## src/rtl/mem_arb_pkg.sv

```systemverilog
// Shared types and constants for the unified memory-port arbiter.
package mem_arb_pkg;

   typedef enum logic [1:0] {
      ARB_IDLE = 2'd0,
      ARB_REQ  = 2'd1,
      ARB_WAIT = 2'd2
   } arb_state_t;

   typedef enum logic {
      OWN_IF = 1'b0,
      OWN_DM = 1'b1
   } owner_t;

   // Wide enough for any supported DATA_W; users slice to DATA_W/8.
   localparam int unsigned BE_W_MAX = 64;
   localparam logic [BE_W_MAX-1:0] BE_ALL = '1;

endpackage

```

## src/rtl/mem_port_arbiter.sv

```systemverilog
// mem_port_arbiter: shares one memory port between fetch (IF) and data
// memory (DM), one outstanding transaction at a time.
// Optional macro MEM_ARB_RR_EN: round-robin IF/DM priority instead of fixed
// DM-over-IF priority.
module mem_port_arbiter
   import mem_arb_pkg::*;
#(
   parameter int unsigned ADDR_W = 32,
   parameter int unsigned DATA_W = 32
) (
   input  logic                clk,
   input  logic                rst_n,
   input  logic                if_req,
   input  logic [ADDR_W-1:0]   if_addr,
   output logic [DATA_W-1:0]   if_rdata,
   output logic                if_ready,
   input  logic                dm_req,
   input  logic                dm_we,
   input  logic [ADDR_W-1:0]   dm_addr,
   input  logic [DATA_W-1:0]   dm_wdata,
   input  logic [DATA_W/8-1:0] dm_be,
   output logic [DATA_W-1:0]   dm_rdata,
   output logic                dm_ready,
   input  logic                flush_if,
   output logic                stall_if,
   output logic                stall_mem,
   output logic                mem_req,
   output logic                mem_we,
   output logic [ADDR_W-1:0]   mem_addr,
   output logic [DATA_W-1:0]   mem_wdata,
   output logic [DATA_W/8-1:0] mem_be,
   input  logic                mem_gnt,
   input  logic                mem_rvalid,
   input  logic [DATA_W-1:0]   mem_rdata
);

   localparam int unsigned BE_W = DATA_W / 8;
   localparam logic [BE_W-1:0] FETCH_BE = BE_ALL[BE_W-1:0];

   arb_state_t state, state_nxt;
   owner_t     owner;
   logic       kill;
   logic       dm_sel;
   logic       load_dm, load_if, drop_req, kill_set, kill_clr;

`ifdef MEM_ARB_RR_EN
   owner_t     last_owner;
`endif

   // Priority select: DM wins unless round-robin hands the tie to IF.
   always_comb begin
`ifdef MEM_ARB_RR_EN
      dm_sel = dm_req & (~if_req | (last_owner == OWN_IF));
`else
      dm_sel = dm_req;
`endif
   end

   // Next-state and datapath control strobes.
   always_comb begin
      state_nxt = state;
      load_dm   = 1'b0;
      load_if   = 1'b0;
      drop_req  = 1'b0;
      kill_clr  = 1'b0;
      kill_set  = flush_if && (owner == OWN_IF) &&
                  ((state == ARB_REQ) || (state == ARB_WAIT));
      case (state)
         ARB_IDLE: begin
            if (dm_sel) begin
               load_dm   = 1'b1;
               state_nxt = ARB_REQ;
            end else if (if_req) begin
               load_if   = 1'b1;
               state_nxt = ARB_REQ;
            end
         end
         ARB_REQ: begin
            if (mem_gnt) begin
               drop_req  = 1'b1;
               state_nxt = ARB_WAIT;
            end
         end
         ARB_WAIT: begin
            if (mem_rvalid) begin
               kill_clr  = 1'b1;
               state_nxt = ARB_IDLE;
            end
         end
         default: begin
            state_nxt = ARB_IDLE;
         end
      endcase
   end

   // State register.
   always_ff @(posedge clk or negedge rst_n) begin
      if (!rst_n) state <= ARB_IDLE;
      else        state <= state_nxt;
   end

   // Request fields, owner and kill flag.
   always_ff @(posedge clk or negedge rst_n) begin
      if (!rst_n) begin
         mem_req   <= 1'b0;
         mem_we    <= 1'b0;
         mem_addr  <= '0;
         mem_wdata <= '0;
         mem_be    <= '0;
         owner     <= OWN_IF;
         kill      <= 1'b0;
      end else begin
         if (load_dm) begin
            mem_req   <= 1'b1;
            mem_we    <= dm_we;
            mem_addr  <= dm_addr;
            mem_wdata <= dm_wdata;
            mem_be    <= dm_be;
            owner     <= OWN_DM;
         end else if (load_if) begin
            mem_req   <= 1'b1;
            mem_we    <= 1'b0;
            mem_addr  <= if_addr;
            mem_wdata <= '0;
            mem_be    <= FETCH_BE;
            owner     <= OWN_IF;
         end else if (drop_req) begin
            mem_req   <= 1'b0;
         end
         // A flush coinciding with rvalid is covered combinationally on
         // if_ready, so clearing on IDLE entry takes precedence here.
         if (kill_clr)      kill <= 1'b0;
         else if (kill_set) kill <= 1'b1;
      end
   end

`ifdef MEM_ARB_RR_EN
   // Remembers who owned the previous transaction for tie-breaking.
   always_ff @(posedge clk or negedge rst_n) begin
      if (!rst_n)       last_owner <= OWN_IF;
      else if (load_dm) last_owner <= OWN_DM;
      else if (load_if) last_owner <= OWN_IF;
   end
`endif

   // Response steering, ready pulses and same-cycle stalls.
   always_comb begin
      if_rdata  = mem_rdata;
      dm_rdata  = mem_rdata;
      if_ready  = (state == ARB_WAIT) && (owner == OWN_IF) && mem_rvalid &&
                  !kill && !flush_if;
      dm_ready  = (state == ARB_WAIT) && (owner == OWN_DM) && mem_rvalid;
      stall_if  = if_req & ~if_ready;
      stall_mem = dm_req & ~dm_ready;
   end

endmodule

```

## config.mk

```make
export PLATFORM = sky130hd
export DESIGN_NAME = mem_port_arbiter
export DESIGN_NICKNAME = d
export VERILOG_FILES = /design/src/rtl/mem_arb_pkg.sv /design/src/rtl/mem_port_arbiter.sv
export SDC_FILE = /design/constraint.sdc
export NUM_CORES = 1
export LEC_CHECK = 0
export CAP_MARGIN = 10
export CORE_ASPECT_RATIO = 1.25
export CORE_MARGIN = 2
export CORE_UTILIZATION = 31
export DETAILED_ROUTE_END_ITERATION = 8
export GPL_TIMING_DRIVEN = 0
export MAX_ROUTING_LAYER = met4
export PLACE_DENSITY_LB_ADDON = 0.2
export REMOVE_ABC_BUFFERS = 1
export SLEW_MARGIN = 20
export SYNTH_ARGS = -nofsm -noshare
export SYNTH_HDL_FRONTEND = slang
export SYNTH_SLANG_ARGS = --single-unit
```

## constraint.sdc

```tcl
create_clock -name clk -period 1.42 [get_ports clk]
set_input_delay 0.284 -clock clk [delete_from_list [all_inputs] [get_ports clk]]
set_output_delay 0.284 -clock clk [all_outputs]
set_load 0.005 [all_outputs]
```

==> reports/qor.yml <==
slew_headroom: 0.540
netlist_instances: 350
die-area_mm2: 0.0130
overflow: 0
report.final.slew_viol_count: 0
routed_wl_um: 14500
cts_tree: "done"
grt_max_degree: 43
final_common_cell: "clkdlybuf4s50_1"
status: "complete, but fails checks"
switching_power_mw: 3.74
critPathMaxStageDelay_ns: 0.40
reg2regPathDepth: 7
place_hpwl_um: 10200
final_cell_mix: "clkdlybuf4s50_1, dfrtp_1, dlygate4sd2_1"
power_frac_seq: 0.302
synth_area_leaders: "dfrtp_1, a22o_1, buf_4"
ys_ff_latch: 74
path_depth: 6
path_class: "register to output pin"
port_buffers: 181
cp_data_arrival_time_ns: 1.40
fmax_mhz: 592
die_w_um: 102
violations: "setup timing"
cts_sinks: 74
n_antenna_cell: 0
max-clock-path-buffers: 2
pwr-share-comb: 0.481
layout-drive-gt1-share: 0.152
path_clk_slew_ns: 0.06
syn_area_mm2: 0.00374
die_y_um: 127
layoutNonFillerInstCount: 656
worst_slew_pin_slew_ns: 0.691
power.share.switching: 0.307
min_period_ns: 1.69
clockRootBuffer: "clkbuf_16"
power_leakage_nw: 2.86
pwr_density_cell_mw_per_mm2: 2030
pwr-share-clk: 0.217
drc: 0
synthSimpleGateAreaFrac: 0.135
cap_violations: 0
startpoint_type: "register"
path_max_fanout: 2
drt_pass1_iterations: 5
final_cell_area_mm2: 0.00600
intPower_mw: 8.44
yosysTopAreaCellShare: 0.495
vias_per_cell: 4.91
crit_buf_inv: 2
wl_per_cell_um: 22.2
clock_skew_ns: 0.00375
first_global_vias: 3227
gp_congestion: 0.737
nFillCells: 1092
final-setup-viol-count: 77
irDropWorstVdd_mv: 0.733
cp-end-kind: "output pin"
hp-class: "primary input to asynchronous set/reset pin"
synth_top_family_by_area: "compound AO/OA/AOI/OAI gates"
drtIter0Drc: 94
place_inst: 609
yosysUniqueCellTypes: 23
worst_ep_required_time_ns: 1.14
drtAntennaViolNets: 0
synth-adder-area-share: 0.0134
htree_levels: 3
utilization: 0.514
hold_viol: 0
syn2layout_area_growth_pct: 60.5
routed-via-count: 3221
initial_core_util: 0.320
fin_crit_sh: 1.19
slowest_stage: "dfrtp_1"
crit_chain: "inv_2, ha_4, nand2_4, nor4_4, nor2b_1, buf_2"
antenna_found_initial: 0
grt_pass1_wl_um: 19800
seq_area_frac_synth: 0.495
placed_area_mm2: 0.00525
fin_ws_ns: -0.268
rsz0062_at_grt: "yes"
grtUsageTotal: 0.215
crit_family: "flip-flops"
synth_xor_area_frac: 0
core_area_mm2: 0.0117
cts_buffers: 9
synth_compound_area_frac: 0.183
clkLatencyLatePin_ns: 0.33
syn_avg_cell_area_um2: 10.7
final_nets: 634
fp-row-count: 44
ys_warn_count: 0
muxShareOfSynthArea: 0.00301
io_pins: 278
synth_top_area_cell: "dfrtp_1"
## what timing repair did
action                                 4_1_cts  5_1_grt
pin swaps                                    4       50
setup endpoints to repair                  146       77
endpoints found under the hold margin       32        0
cloned                                       2       10
setup buffers                               13        6
hold buffers                                 1        0
resized for setup                          103       19
## registers in the layout, summed over array words and instances (netlist names)
signal     cells
kill           1
mem_addr      32
mem_be         4
mem_req        1
mem_wdata     32
mem_we         1
owner          1
state          2
## cell families (layout without fill, tap and decap cells)
| logic type | after synthesis | after routing |
|---|---|---|
| simple gates | 100 | 104 |
| buf+inv | 92 | 233 |
| fa+ha+maj | 4 | 4 |
| flops | 74 | 74 |
| compound gates | 79 | 79 |
| mux | 1 | 1 |
## cell usage after synthesis
master,n
a22o_1,69
nor2_1,1
o32a_1,1
dfrtp_1,74
inv_1,3
a211oi_2,1
and2_1,1
clkbuf_1,7
nor2_2,1
nand2_1,61
buf_6,4
mux2_1,1
ha_1,4
nor3_1,1
buf_2,12
nor2b_1,6
o21ai_1,2
buf_4,66
a31oi_1,1
a21oi_1,1
nor4_1,1
o22a_1,4
nand3b_1,28
## power groups by stage
stage | clock (mW) | sequential, mW | combinational (mW)
finish | 2.64 | 3.68 | 5.86
global route | 2.79 | 3.81 | 6.30
CTS | 2.70 | 3.67 | 4.98
detailed placement | 0 | 3.72 | 4.98
global placement | 0 | 3.65 | 4.41
floorplan | 0 | 3.77 | 1.70
## worst paths after layout
path,from,endpoint,slack (ns)
min in group clk,mem_req,mem_req,0.48
worst max-delay path,state[0],stall_if,-0.27
worst min-delay path,rst_n,state[0],0.44
worst min register to register,mem_req,mem_req,0.48
worst max register to register,state[0],state[1],-0.25
max in group asynchronous,rst_n,mem_wdata[30],0.40
## metrics by stage
stage | TNS (ns) | setup WS [ns] | power, mW | hold slack, ns
after floorplan | -113.62 | -1.69 | 5.47 | -0.0116
after global placement | -544.15 | -5.12 | 8.06 | 0.468
after detailed placement | -43.27 | -0.698 | 8.70 | 0.262
after CTS | -8.74 | -0.358 | 11.3 | 0.443
after global routing | -17.31 | -0.320 | 12.9 | 0.484
final | -14.44 | -0.268 | 12.2 | 0.435
## final cells by class
cell class / count / area, µm² / area share
multi-input combinational: 188 / 1380 / 0.229
tap: 161 / 201 / 0.0336
sequential: 74 / 1850 / 0.309
timing repair buffer: 214 / 2220 / 0.369
clock buffer: 10 / 229 / 0.0382
inverter: 3 / 11.3 / 0.00188
clock inverter: 6 / 114 / 0.0190
## routing by layer
metal,share of wire,vias up,track usage,wire length (µm)
li1,-,1449,-,-
met1,0.40,1514,0.245,5760
met2,0.44,241,0.308,6370
met3,0.14,17,0.132,2070
met4,0.023,0,0.0784,338
met5,0,-,-,0
No activity file was read; power rests on OpenSTA's default activity.
